[config.mk]
export PLATFORM = sky130hd
export DESIGN_NAME = sound_clip_player
export DESIGN_NICKNAME = d
export VERILOG_FILES = /design/src/rtl/sound_clip_player.sv
export SDC_FILE = /design/constraint.sdc
export NUM_CORES = 1
export LEC_CHECK = 0
export BUFFER_PORTS_ARGS = -buffer_cell sky130_fd_sc_hd__buf_2
export CAP_MARGIN = 10
export CORE_UTILIZATION = 51
export DETAILED_ROUTE_END_ITERATION = 7
export PLACE_DENSITY = 0.8
export SLEW_MARGIN = 10
export SYNTH_ARGS = -nofsm -noshare
export SYNTH_HDL_FRONTEND = slang
export SYNTH_SLANG_ARGS = --single-unit
[constraint.sdc]
create_clock -name CLOCK_50 -period 3.6 [get_ports CLOCK_50]
set_input_delay 0.18 -clock CLOCK_50 [delete_from_list [all_inputs] [get_ports CLOCK_50]]
set_output_delay 0.18 -clock CLOCK_50 [all_outputs]
set_load 0.02 [all_outputs]
[src/rtl/sound_clip_player.sv]
// rtl/sound_clip_player.sv - plays one of four ROM audio clips into Audio_Controller at CLOCK_50/CLK_DIV
// Optional replay-on-end port 'loop' enabled by defining SOUND_CLIP_PLAYER_LOOP_EN.
module sound_clip_player #(
  parameter int ADDR_W    = 18,
  parameter int DATA_W    = 6,
  parameter int CLK_DIV   = 1200,
  parameter int CLIP0_END = 16395,
  parameter int CLIP1_END = 66982,
  parameter int CLIP2_END = 83254,
  parameter int CLIP3_END = 137138
) (
  input  logic              CLOCK_50,
  input  logic              reset,
  input  logic              play_req,
  input  logic [1:0]        clip_id,
  input  logic              stop,
`ifdef SOUND_CLIP_PLAYER_LOOP_EN
  input  logic              loop,
`endif
  output logic [ADDR_W-1:0] rom_addr,
  input  logic [DATA_W-1:0] rom_q,
  input  logic              audio_out_allowed,
  output logic              write_audio_out,
  output logic [31:0]       left_channel_audio_out,
  output logic [31:0]       right_channel_audio_out,
  output logic              busy,
  output logic              clip_done,
  output logic [7:0]        underrun_cnt
);

  localparam int DIV_W = (CLK_DIV > 1) ? $clog2(CLK_DIV) : 1;

  typedef enum logic [2:0] {S_IDLE, S_FETCH, S_LOAD, S_WAIT, S_PUSH} state_e;

  state_e              state_q, state_d;
  logic [ADDR_W-1:0]   addr_q, addr_d;
  logic [ADDR_W-1:0]   start_q, start_d;
  logic [ADDR_W-1:0]   end_q, end_d;
  logic [DATA_W-1:0]   sample_q, sample_d;
  logic [DIV_W-1:0]    div_q, div_d;
  logic [7:0]          under_q, under_d;
  logic                done_q, done_d;
  logic [ADDR_W-1:0]   sel_start, sel_end;
  logic                tick, busy_w, loop_en, write_w;

`ifdef SOUND_CLIP_PLAYER_LOOP_EN
  assign loop_en = loop;
`else
  assign loop_en = 1'b0;
`endif

  assign busy_w = (state_q != S_IDLE);
  assign tick   = (div_q == DIV_W'(CLK_DIV - 1));

  // Clips are packed back to back: each starts one past the previous end.
  always_comb begin
    sel_start = '0;
    sel_end   = ADDR_W'(CLIP0_END);
    unique case (clip_id)
      2'd0: begin sel_start = '0;                       sel_end = ADDR_W'(CLIP0_END); end
      2'd1: begin sel_start = ADDR_W'(CLIP0_END + 1);   sel_end = ADDR_W'(CLIP1_END); end
      2'd2: begin sel_start = ADDR_W'(CLIP1_END + 1);   sel_end = ADDR_W'(CLIP2_END); end
      2'd3: begin sel_start = ADDR_W'(CLIP2_END + 1);   sel_end = ADDR_W'(CLIP3_END); end
    endcase
  end

  always_comb begin
    state_d  = state_q;
    addr_d   = addr_q;
    start_d  = start_q;
    end_d    = end_q;
    sample_d = sample_q;
    done_d   = 1'b0;
    write_w  = 1'b0;
    under_d  = under_q;
    div_d    = busy_w ? (tick ? '0 : div_q + DIV_W'(1)) : '0;

    if (state_q == S_PUSH && tick && !audio_out_allowed && under_q != 8'hFF)
      under_d = under_q + 8'd1;

    if (stop) begin
      if (busy_w) begin
        state_d = S_IDLE;
        addr_d  = '0;
      end
    end else if (play_req) begin
      state_d  = S_FETCH;
      addr_d   = sel_start;
      start_d  = sel_start;
      end_d    = sel_end;
      sample_d = '0;
      div_d    = '0;
    end else begin
      unique case (state_q)
        S_FETCH: state_d = S_LOAD;
        S_LOAD: begin
          sample_d = rom_q;
          state_d  = S_WAIT;
        end
        S_WAIT: if (tick) state_d = S_PUSH;
        S_PUSH: begin
          if (audio_out_allowed) begin
            write_w = 1'b1;
            if (addr_q == end_q) begin
              done_d = 1'b1;
              if (loop_en) begin
                addr_d  = start_q;
                state_d = S_FETCH;
              end else begin
                addr_d  = '0;
                state_d = S_IDLE;
              end
            end else begin
              addr_d  = addr_q + ADDR_W'(1);
              state_d = S_FETCH;
            end
          end
        end
        default: ;
      endcase
    end
  end

  always_ff @(posedge CLOCK_50) begin
    if (reset) begin
      state_q  <= S_IDLE;
      addr_q   <= '0;
      start_q  <= '0;
      end_q    <= '0;
      sample_q <= '0;
      div_q    <= '0;
      under_q  <= '0;
      done_q   <= 1'b0;
    end else begin
      state_q  <= state_d;
      addr_q   <= addr_d;
      start_q  <= start_d;
      end_q    <= end_d;
      sample_q <= sample_d;
      div_q    <= div_d;
      under_q  <= under_d;
      done_q   <= done_d;
    end
  end

  assign rom_addr                = addr_q;
  assign write_audio_out         = write_w;
  assign left_channel_audio_out  = busy_w ? {sample_q, {(32-DATA_W){1'b0}}} : 32'd0;
  assign right_channel_audio_out = 32'd0;
  assign busy                    = busy_w;
  assign clip_done               = done_q;
  assign underrun_cnt            = under_q;

endmodule
* Yosys cells after proc, flatten, opt, wreduce, memory -nomap -nowiden
Index checks and enable logic that the tools add are counted.
** Storage, ports and cells
- Flip-flop bits (word level) :: 65
- Output and inout port bits :: 93
** Operators by class
- Reduce and logical (&&, ||, !) cells :: 15
- $add $sub $neg :: 3
- Equality and inequality tests :: 13
- Multiplexer cells :: 27
- Bitwise gates (word level) :: 3
** Operators with widths (count)
- case mux 18 bit (4 select lines) :: 2
- 2-to-1 mux 18 bit :: 6
- 2-to-1 mux 11 bit :: 4
- 2-to-1 mux 32 bit :: 1
- adder 18 x 1 -> 18 bit (second input constant) :: 1
- equality test 18 bit :: 1
- 2-to-1 mux 3 bit :: 5
- 2-to-1 mux 6 bit :: 2
- case mux 3 bit (4 select lines) :: 1
- adder 11 x 1 -> 11 bit (second input constant) :: 1
- equality test 11 bit (second input constant) :: 1
- nonzero test 3 bit :: 3
- adder 8 x 1 -> 8 bit (second input constant) :: 1
- != test 4 bit (second input constant) :: 2
- != test 8 bit (second input constant) :: 1
- equality test 3 x 2 -> 1 bit (second input constant) :: 2
- 2-to-1 mux 1 bit :: 6
- nonzero test 6 bit :: 1
- OR reduction 5 bit :: 1
- equality test 2 bit (second input constant) :: 2
- AND reduction 2 bit :: 2
- AND reduction 4 bit :: 1
- equality test 3 x 1 -> 1 bit (second input constant) :: 1
- equality test 3 bit (second input constant) :: 1
- other kinds (8) :: 12

* Longest topological paths before layout
- Depth in word-level cells :: 6
- Mapped depth :: 8
- Gate-level depth less buffers :: 6

* Worst setup path before layout
OpenSTA, ideal clock, no wires.
- Kind :: reg2reg
- From :: register div_q[8]
- To :: register under_q[5] (netlist: underrun_cnt[5])
- Stages on the path, launching flop included :: 7
- Data arrival time :: 2.403 ns
- Clock period less this slack :: 2.525 ns
- Slack :: 1.075 ns
- Cells stage by stage :: dfxtp_1 or4b_1 or4_1 buf_2 or4_4 or2_1 mux2_4
** On the way
- Word-level cells in the longest chain between the ends :: 4
** RTL lines
- from (decl) :: RTL line 40 : logic [DIV_W-1:0] div_q, div_d;
- from (signal assigned) :: RTL line 140 : div_q <= div_d;
- equality test 11 bit :: RTL line 53 : assign tick = (div_q == DIV_W'(CLK_DIV - 1));
- logical AND 1 bit (3 in series) :: RTL line 78 : if (state_q == S_PUSH && tick && !audio_out_allowed && under_q != 8'hFF)
- to (signal assigned) :: RTL line 141 : under_q <= under_d;
- to (decl) :: RTL line 41 : logic [7:0] under_q, under_d;
No other way between the ends.
A chain may end at the register's enable or synchronous reset.

* Final worst setup path
Same ends and word-level chain as after synthesis.

==> impl_metrics.csv <==
group,metric,value,unit
outcome,run_status,"finished clean",
synth,synth_common_cells,"buf_4, dfxtp_1, nor2_1, nand2_1, nor3_1",
drt,routed_via_density,5.604,
synth,synthCells,421,
worst_hold_path,min_from,"rom_q[2]",
global_route,grt_overflow,0,
drt,vias,2987,
worst_hold_path,hold_class,"in2reg",
timing,tightest_slew,1005,ps
global_route,grt_pass1_vias,2613,
setup_path,worstSetupStartpoint,"div_q[8]",
final_layout,multi_input_area,0.001877,sq mm
clock_network,clock-sinks,55,
placement,gp_congestion,0.8596,
setup_path,path_max_fanout,8,
synth,ys_seq_area_share,33.27,%
clock_network,insertion_delay,320,ps
floorplan,start_util,54.29,%
clock_network,cts_resized,0,
clock_network,clockRootBuffer,"clkbuf_8",
setup_path,rr_startpoint,"div_q[8]",
synth,synthDistinctLibCells,48,
timing,fmax,379.0,MHz
synth,ys_ff_latch,55,
setup_path,r2r_slack,960,ps
final_layout,seq_area,0.001101,sq mm
setup_path,crit_path_start_kind,"register",
clock_network,cts_made_buffers,5,
placement,hpwl,5215,um
clock_network,h-tree-depth,2,
setup_path,worst-r2r-cell-count,5,
timing,slew_headroom,32.30,%
setup_path,crit_path_end,"underrun_cnt[5]",
clock_network,cts_tree,"done",
timing,fin_crit_sh,73.30,%
final_layout,fill_cells,579,
synth,synth_area,0.003309,sq mm
final_layout,layout-drive-gt1-share,13.54,%
run,maxCapViolCount,0,
drt,avgRoutedWirePerCell,13.72,um
global_route,grt_max_degree,51,
floorplan,fp.dieW,82.56,um
timing,hold_viol_final,0,
drt,routed.top_layer,"met4",
power_and_ir_drop,peakVddDrop,0.2505,mV
timing,skew,5.937,ps
placement,pre_cts_ws,975.1,ps
final_layout,syn_to_final_growth,4.499,%
global_route,grt_pass1_wl,11690,um
floorplan,die-area,0.006815,sq mm
drt,drtIter0Drc,258,
clock_network,cts_setup_buffers,0,
timing,grt_setup_unrepaired,"false",
drt,drt-met1-wl,3182,um
synth,avgSynthCellArea,7.861,sq um
setup_path,cp_data_required_time,3820,ps
synth,yosysWarnings,0,
clock_network,clk_pin_slew,110,ps
drt,wl,7313,um
timing,worst_slack,961.2,ps
synth,async_flop_share,0,%
setup_path,worstSetupPathType,"reg2reg",
final_layout,final_nets,479,
worst_hold_path,hold_path_depth,3,
timing,setup_viol,0,
timing,tns,0,ps
synth,synth_flop_cell,"dfxtp_1",
setup_path,cp_data_arrival_time,2860,ps
floorplan,coreArea,0.006096,sq mm
power_and_ir_drop,p_leak,1.447,nW
setup_path,reg2reg_to,"underrun_cnt[5]",
setup_path,critical_path.endpoint_type,"register",
floorplan,std_cell_rows,28,
placement,io_buffers,47,
synth,synth_area_leaders,"dfxtp_1, buf_4, nor2_1, nand2_1, xnor2_1",
synth,synth_top_area_share,33.27,%
drt,wl_met2,3440,um
final_layout,antenna_cells,0,
drt,drc_errors,0,
drt,ant_nets,0,
synth,yosysMostFrequentCell,"buf_4",
clock_network,holdBufCountCts,0,
floorplan,num_io_pins,106,
drt,drt_pass1_iterations,5,
drt,wl_met3,558,um
synth,synth_edf_count,0,
floorplan,fp.dieH,82.56,um
timing,fin_crit,2639,ps
global_route,grt_antenna_before_repair,0,
power_and_ir_drop,pwr_density_cell,426.1,mW/mm^2
global_route,grt_use_total,22.26,%
synth,synth_area_leader_cell,"dfxtp_1",
timing,whs,105.8,ps
timing,timing.final.max_slew_violations,0,
clock_network,cts_max_path_buffers,2,
[layout make-up]
class,instances,share of cell area (%)
repair buffers,50,7.453
well taps,75,2.713
multi-input cells,336,54.27
clock buffers,5,1.990
inverters,9,0.9768
flip-flops and latches,55,31.84
clock inverters,3,0.7598
[cell usage in the layout (no fill, tap or decap), types with 3 or more instances in the layout]
master / instances
buf_2: 47
or3_1: 3
a31oi_1: 12
buf_4: 3
nand4b_1: 3
xnor2_1: 13
conb_1: 58
and2_1: 10
nand4_1: 17
and3_1: 14
nor2_1: 41
nand2b_1: 3
nor4_1: 4
nand3_1: 17
a22oi_1: 9
inv_1: 7
dfxtp_1: 55
a21oi_1: 18
nor2b_1: 4
o21ai_0: 6
xor2_1: 5
o211ai_1: 3
or4_1: 3
nand2_1: 37
clkbuf_8: 5
nor3_1: 19
ha_1: 9
[power by group]
part / internal [W] / switching (W) / leakage [nW]
Clock: 0.000144 / 0.000219 / 0.0491
Sequential: 0.000646 / 0.0000546 / 0.446
Combinational: 0.000120 / 0.000291 / 0.952
Total: 0.000909 / 0.000565 / 1.45
[worst max-delay path: stages, from the launching register on]
cell and delay, ps:
dfxtp_1 350, or4b_1 500, or4_1 560, or4_4 600
or2_1 240, mux2_4 290
[routing by layer]
layer	track usage, %	up-vias
li1	-	1441
met1	28.36	1358
met3	3.956	19
met5	0	-
met2	36.61	169
met4	10.00	0
[worst min-delay path by stage]
stage | endpoint | slack [ps]
after CTS | sample_q[2] | 100
after global routing | sample_q[4] | 100
after global placement | div_q[0] | 420
after floorplan | rom_addr[10] | 320
after detailed placement | div_q[0] | 430
final | sample_q[2] | 110
[cells by family (layout without fill, tap and decap cells)]
family                     Yosys count  after routing  share of synthesized area [%]
and+or+nand+nor                    187            187                          29.19
other                                1             58                         0.1133
DFF                                 55             55                          33.27
buffers and inverters               87             67                          16.48
xor gates and xnor gates            18             18                          4.764
muxes                                2              2                         0.7560
AOI/OAI and AO/OA                   62             62                          12.02
adders and majority gates            9              9                          3.403
[per-stage QoR]
stage / utilization [%] / power [W] / instances / cell area, sq um
global route: 56.73 / 0.001560 / 533 / 3458
global placement: 55.17 / 0.001101 / 525 / 3363
CTS: 56.73 / 0.001480 / 533 / 3458
floorplan: - / 0.001056 / 478 / 3523
detailed placement: 55.17 / 0.001120 / 525 / 3363
finish: 56.73 / 0.001474 / 533 / 3458
[state kept, by name, indices dropped and copies added, names as in the netlist]
name	cells
state_q	3
sample_q	6
clip_done	1
end_q	8
underrun_cnt	8
div_q	11
rom_addr	18
(Power assumes the default switching activity.)
